`src/rtl/tpu_pkg.sv`:
```
// rtl/tpu_pkg.sv - shared encodings for the board/move packet loader
package tpu_pkg;

  // Square contents: piece kind in the low bits, colour in the top two bits
  localparam logic [7:0] EMPTY  = 8'h00;
  localparam logic [7:0] KING   = 8'h01;
  localparam logic [7:0] QUEEN  = 8'h02;
  localparam logic [7:0] BISHOP = 8'h03;
  localparam logic [7:0] ROOK   = 8'h04;
  localparam logic [7:0] KNIGHT = 8'h05;
  localparam logic [7:0] PAWN   = 8'h06;
  localparam logic [7:0] WHITE  = 8'h40;
  localparam logic [7:0] BLACK  = 8'h80;

  // Section markers that open the board and move parts of a packet
  localparam logic [7:0] GRID_HEADER = 8'b11_01_01_01;
  localparam logic [7:0] MOVE_HEADER = 8'b11_10_10_10;

  typedef enum logic [2:0] {
    ST_IDLE,
    ST_GRID,
    ST_WAIT_MH,
    ST_MOVE_HI,
    ST_MOVE_LO,
    ST_START,
    ST_DRAIN
  } loader_state_e;

  typedef enum logic [2:0] {
    ERR_NONE       = 3'd0,
    ERR_GRID_HDR   = 3'd1,
    ERR_SHORT_GRID = 3'd2,
    ERR_MOVE_HDR   = 3'd3,
    ERR_NO_MOVES   = 3'd4,
    ERR_ODD_BYTE   = 3'd5,
    ERR_OVERFLOW   = 3'd6
  } err_code_e;

endpackage

```
`src/rtl/spi_packet_loader.sv`:
```
// rtl/spi_packet_loader.sv - parses SPI packets into board and move memories, then starts the core
module spi_packet_loader
  import tpu_pkg::*;
#(
  parameter int                    DATA_WIDTH  = 8,
  parameter int                    MOVE_WIDTH  = 16,
  parameter int                    MAX_MOVES   = 220,
  parameter logic [DATA_WIDTH-1:0] GRID_HEADER = DATA_WIDTH'(tpu_pkg::GRID_HEADER),
  parameter logic [DATA_WIDTH-1:0] MOVE_HEADER = DATA_WIDTH'(tpu_pkg::MOVE_HEADER)
) (
  input  logic                  clk,
  input  logic                  rst,
  input  logic                  spi_iv,
  input  logic [DATA_WIDTH-1:0] spi_id,
  output logic                  grid_we,
  output logic [5:0]            grid_addr,
  output logic [DATA_WIDTH-1:0] grid_wdata,
  output logic                  move_we,
  output logic [7:0]            move_addr,
  output logic [MOVE_WIDTH-1:0] move_wdata,
  input  logic                  core_busy,
  output logic                  core_start,
  output logic [7:0]            move_count,
  output logic                  err,
  output logic [2:0]            err_code,
  output logic                  loading
);

  localparam logic [7:0] MAX_CNT = 8'(MAX_MOVES);

  loader_state_e         state_q, state_d;
  logic [5:0]            gcnt_q, gcnt_d;
  logic [7:0]            mcnt_q, mcnt_d;
  logic [DATA_WIDTH-1:0] hi_q, hi_d;
  logic                  grid_we_q, grid_we_d;
  logic [5:0]            grid_addr_q, grid_addr_d;
  logic [DATA_WIDTH-1:0] grid_wdata_q, grid_wdata_d;
  logic                  move_we_q, move_we_d;
  logic [7:0]            move_addr_q, move_addr_d;
  logic [MOVE_WIDTH-1:0] move_wdata_q, move_wdata_d;
  logic                  core_start_q, core_start_d;
  logic [7:0]            move_count_q, move_count_d;
  logic                  err_q, err_d;
  err_code_e             err_code_q, err_code_d;

  // Packet parser: next state, counters, write ports and error bookkeeping
  always_comb begin
    state_d      = state_q;
    gcnt_d       = gcnt_q;
    mcnt_d       = mcnt_q;
    hi_d         = hi_q;
    grid_we_d    = 1'b0;
    grid_addr_d  = grid_addr_q;
    grid_wdata_d = grid_wdata_q;
    move_we_d    = 1'b0;
    move_addr_d  = move_addr_q;
    move_wdata_d = move_wdata_q;
    core_start_d = 1'b0;
    move_count_d = move_count_q;
    err_d        = err_q;
    err_code_d   = err_code_q;

    case (state_q)
      ST_IDLE: begin
        if (spi_iv) begin
          if (spi_id == GRID_HEADER) begin
            state_d = ST_GRID;
            gcnt_d  = 6'd0;
            err_d   = 1'b0;
          end else begin
            state_d    = ST_DRAIN;
            err_d      = 1'b1;
            err_code_d = ERR_GRID_HDR;
          end
        end
      end

      ST_GRID: begin
        if (spi_iv) begin
          grid_we_d    = 1'b1;
          grid_addr_d  = gcnt_q;
          grid_wdata_d = spi_id;
          // The square counter stops at 63 rather than wrapping back to 0
          if (gcnt_q == 6'd63) begin
            state_d = ST_WAIT_MH;
          end else begin
            gcnt_d = gcnt_q + 6'd1;
          end
        end else begin
          state_d    = ST_IDLE;
          err_d      = 1'b1;
          err_code_d = ERR_SHORT_GRID;
        end
      end

      ST_WAIT_MH: begin
        if (spi_iv && (spi_id == MOVE_HEADER)) begin
          state_d = ST_MOVE_HI;
          mcnt_d  = 8'd0;
        end else begin
          state_d    = spi_iv ? ST_DRAIN : ST_IDLE;
          err_d      = 1'b1;
          err_code_d = ERR_MOVE_HDR;
        end
      end

      ST_MOVE_HI: begin
        if (spi_iv) begin
          if (mcnt_q == MAX_CNT) begin
            state_d    = ST_DRAIN;
            err_d      = 1'b1;
            err_code_d = ERR_OVERFLOW;
          end else begin
            hi_d    = spi_id;
            state_d = ST_MOVE_LO;
          end
        end else if (mcnt_q != 8'd0) begin
          state_d = ST_START;
        end else begin
          state_d    = ST_IDLE;
          err_d      = 1'b1;
          err_code_d = ERR_NO_MOVES;
        end
      end

      ST_MOVE_LO: begin
        if (spi_iv) begin
          move_we_d    = 1'b1;
          move_addr_d  = mcnt_q;
          move_wdata_d = MOVE_WIDTH'({hi_q, spi_id});
          mcnt_d       = mcnt_q + 8'd1;
          state_d      = ST_MOVE_HI;
        end else begin
          // The captured high byte is simply dropped; nothing is written
          state_d    = ST_IDLE;
          err_d      = 1'b1;
          err_code_d = ERR_ODD_BYTE;
        end
      end

      ST_START: begin
        if (!core_busy) begin
          core_start_d = 1'b1;
          move_count_d = mcnt_q;
          state_d      = ST_IDLE;
        end
      end

      ST_DRAIN: begin
        if (!spi_iv) begin
          state_d = ST_IDLE;
        end
      end

      default: state_d = ST_IDLE;
    endcase
  end

  // State and output registers; reset wins over any packet in flight
  always_ff @(posedge clk) begin
    if (rst) begin
      state_q      <= ST_IDLE;
      gcnt_q       <= '0;
      mcnt_q       <= '0;
      hi_q         <= '0;
      grid_we_q    <= 1'b0;
      grid_addr_q  <= '0;
      grid_wdata_q <= '0;
      move_we_q    <= 1'b0;
      move_addr_q  <= '0;
      move_wdata_q <= '0;
      core_start_q <= 1'b0;
      move_count_q <= '0;
      err_q        <= 1'b0;
      err_code_q   <= ERR_NONE;
    end else begin
      state_q      <= state_d;
      gcnt_q       <= gcnt_d;
      mcnt_q       <= mcnt_d;
      hi_q         <= hi_d;
      grid_we_q    <= grid_we_d;
      grid_addr_q  <= grid_addr_d;
      grid_wdata_q <= grid_wdata_d;
      move_we_q    <= move_we_d;
      move_addr_q  <= move_addr_d;
      move_wdata_q <= move_wdata_d;
      core_start_q <= core_start_d;
      move_count_q <= move_count_d;
      err_q        <= err_d;
      err_code_q   <= err_code_d;
    end
  end

  assign grid_we    = grid_we_q;
  assign grid_addr  = grid_addr_q;
  assign grid_wdata = grid_wdata_q;
  assign move_we    = move_we_q;
  assign move_addr  = move_addr_q;
  assign move_wdata = move_wdata_q;
  assign core_start = core_start_q;
  assign move_count = move_count_q;
  assign err        = err_q;
  assign err_code   = err_code_q;
  assign loading    = (state_q == ST_GRID)    || (state_q == ST_WAIT_MH) ||
                      (state_q == ST_MOVE_HI) || (state_q == ST_MOVE_LO);

endmodule

```
`config.mk`:
```
export PLATFORM = sky130hd
export DESIGN_NAME = spi_packet_loader
export DESIGN_NICKNAME = d
export VERILOG_FILES = /design/src/rtl/tpu_pkg.sv /design/src/rtl/spi_packet_loader.sv
export SDC_FILE = /design/constraint.sdc
export NUM_CORES = 1
export LEC_CHECK = 0
export ABC_AREA = 1
export BUFFER_PORTS_ARGS = -buffer_cell sky130_fd_sc_hd__clkbuf_2
export CAP_MARGIN = 20
export CORE_MARGIN = 5
export CORE_UTILIZATION = 40
export CTS_CLUSTER_SIZE = 8
export DETAILED_ROUTE_END_ITERATION = 6
export GPL_TIMING_DRIVEN = 0
export MAX_ROUTING_LAYER = met4
export PLACE_DENSITY = 0.67
export SLEW_MARGIN = 20
export SYNTH_ARGS = -nofsm -noshare
export SYNTH_HDL_FRONTEND = slang
export SYNTH_SLANG_ARGS = --single-unit
```
`constraint.sdc`:
```
create_clock -name clk -period 2.65 [get_ports clk]
set_clock_uncertainty 0.05 [all_clocks]
set_input_delay 0.3975 -clock clk [delete_from_list [all_inputs] [get_ports clk]]
set_output_delay 0.3975 -clock clk [all_outputs]
set_load 0.05 [all_outputs]
```
==> metrics.csv <==
metric,value,unit
status,"complete, no violations",
largest net degree at the start of global routing,14,
CP arrival,1.64,ns
"slowest stage delay, CP",0.39,ns
Worst-path clk slew,0.08,ns
Startpoint Class,register,
CP Data Required Time,2.20,ns
Final Wtd Congestion,0.8644,
DIE AREA,0.01027,mm²
wire per inst,13.00,µm
antenna violations before repair,0,
most numerous cell in the Yosys netlist,nor2_1,
Stages on worst setup path,6,
Starting DRT DRC Count,191,
Worst Reg-to-Reg Cells,9,
"Hold Vio Cnt, Final",0,
Starting Density,0.4083,
Clock Latency Late Sink,0.35,ns
crit path max fanout,7,
GRT Util Overall,0.1758,
worst hold start,rst,
# hold bufs at CTS,0,
synth top area cells,"dfxtp_1 (47%), nor2_1 (11%), o21ai_0 (9.0%)",
register bit count reported by yosys,78,
met2 usage,0.2681,
io pins,66,
ant diodes,0,
cell count after synthesis,457,
die height,101.4,µm
VDD IR max,0.4554,mV
Post-Syn Area,0.003338,mm²
HP Class,in2reg,
Synth Warn #,0,
dominant cell type by area after synthesis,dfxtp_1,
CTS Buffer Depth,2,
Rel. slew slack,0.6369,
CTS sink cnt,78,
Rows,33,
number of synthesized flops with an enable pin,0,
Multi-input gate area,0.001515,mm²
post-cts repair resize count,0,
port bufs,65,
start point of the critical path,state_q[1]$_SDFFE_PP0P_,
CTS tree,done,
FMAX,0.4795,GHz
First-pass DRT Iterations,5,
RR Startpoint,mcnt_q[0]$_SDFFE_PP0P_,
vias in the first global route,2893,
Final ANT Viol Nets,0,
M1 GR Usage,0.2290,
first-pass GRT wire length,13860,µm
crit path buf inv count,2,
clk root buf,clkbuf_8,
leakage,1.844,nW
dpl cells,627,
final wirelength,8361,µm
DR vias/cell,4.918,
top-area cell type share of the netlist area,0.4678,
setup bufs post-CTS,0,
chip width,101.4,µm
fin. max-slew vios,0,
total core area,0.008175,mm²
Fillers,826,
remaining global-route overflow,0,
hpwl dp,6307,µm
max-cap viol count,0,
H-tree levels,3,
Worst path slowest cell,dfxtp_1,
crit path kind,reg2out,
"FFs w/ async S/R, synth",0,
worst-margin pin slew,0.5447,ns
register area share after synthesis,0.4678,
Synth cell types,30,
PD cells,970.8,mW/mm²
# DRC,0,
"Avg Cell Area, Syn",7.305,µm²
Setup-failing EPs final,0,
Final Critical Period,2.086,ns
CP endpoint kind,primary output,
share of cells above drive strength 1,0.2212,
Setup TNS,0,ns
RSZ-0062 raised after global routing,no,
via count,3162,
cell chain of the critical path,nor2_1 > nand2_1 > nand2_1 > inv_1 > nand3_1 > clkbuf_2,
CP dominant cell by count,nand2_1,
"CP delay by family, top",simple AND/OR/NAND/NOR gates,
area growth from synthesis to layout,20.09,%
"Top FF cell, synth",dfxtp_1,
GR Util met3,0.04201,
period utilisation layout,0.7870,
Worst Hold Path Cells,2,
nets@finish,548,
post-route insts no fill,643,
syn nets,472,
cts bufs inserted,9,
synth cell count leaders,"nor2_1 (94), dfxtp_1 (78), nand2_1 (65)",
layer with the highest usage,met2,
Reg area,0.001562,mm²
## metal layers
layer / up-vias / part of all wire
met3: 4 / 0.056
li1: 1629 / -
met5: - / 0
met2: 85 / 0.46
met4: 0 / 0.0075
met1: 1444 / 0.48
## final cells by class
| type | count | area share |
|---|---|---|
| plain buffers | 18 | 0.02653 |
| clock buffers | 10 | 0.03184 |
| clock inverters | 6 | 0.02154 |
| inverters | 41 | 0.03870 |
| multi-input cells | 320 | 0.3780 |
| flip-flops and latches | 78 | 0.3895 |
| well taps | 105 | 0.03277 |
| repair buffers | 65 | 0.08115 |
## sequential cells by signal, indices dropped and copies added, names as in the netlist
register / count
grid_wdata: 8
err_code: 3
hi_q: 8
move_count: 8
grid_we: 1
move_we: 1
gcnt_q: 6
grid_addr: 6
move_addr: 8
state_q: 3
move_wdata: 16
mcnt_q: 8
err: 1
core_start: 1
## cells in the final DEF (no fill, tap or decap), types with 2 or more instances in the layout
cell type,n
o21ai_1,3
nand2_2,6
xor2_1,3
bufinv_16,2
clkbuf_8,9
nor2_4,3
ha_1,3
nor2_2,5
clkbuf_2,65
nand3_2,2
nand2_4,3
nand3_1,16
nand2_1,65
inv_2,8
nor3_1,5
nor2_1,94
o21ai_0,60
clkbuf_1,8
a21oi_1,46
buf_2,4
dfxtp_1,78
buf_4,4
inv_1,32
clkinv_2,3
## worst reg2reg max path: cells and delay by family, from the launching register on
family / cells / cell delay (ns)
buf+inv: 1 / 0.16
fa+ha+maj: 1 / 0.24
flops: 1 / 0.34
simple gates: 6 / 0.66
compound gates: 1 / 0.32
## stage by stage
step	power [mW]	instance area [µm²]	hold WS [ns]	setup WS [ns]	util
global route	4.129	4009	0.2259	0.4536	0.4904
CTS	3.910	4009	0.2148	0.5386	0.4904
detailed placement	2.943	3795	0.4176	0.8274	0.4642
floorplan	2.611	3338	0.3989	1.028	-
global placement	2.925	3795	0.4105	0.8072	0.4642
finish	3.892	4009	0.2303	0.5644	0.4904
## where the power goes
| group | leakage (nW) | switching (mW) | internal [mW] | total, mW |
|---|---|---|---|---|
| logic | 1.11 | 1.10 | 0.385 | 1.48 |
| registers | 0.633 | 0.102 | 1.33 | 1.44 |
| clock network | 0.106 | 0.443 | 0.529 | 0.972 |
| total | 1.84 | 1.64 | 2.25 | 3.89 |
## final timing paths
kind	end	slack (ns)
worst max-delay path	loading	0.56
worst min-delay path	move_we$_SDFF_PP0_	0.23
worst max register to register	err_code[0]$_SDFFE_PP0P_	0.79
worst min register to register	hi_q[2]$_SDFFE_PP0P_	0.43
## logic make-up (layout without fill, tap and decap cells)
kind of cell    after synthesis  in the layout  synth area share
fa+ha+maj                     3              3           0.01125
compound gates              112            112            0.1702
simple gates                201            201            0.2620
xor+xnor                      4              4           0.01050
buf+inv                      59            140           0.07834
flops                        78             78            0.4678
No activity file was read; power rests on OpenSTA's default activity.
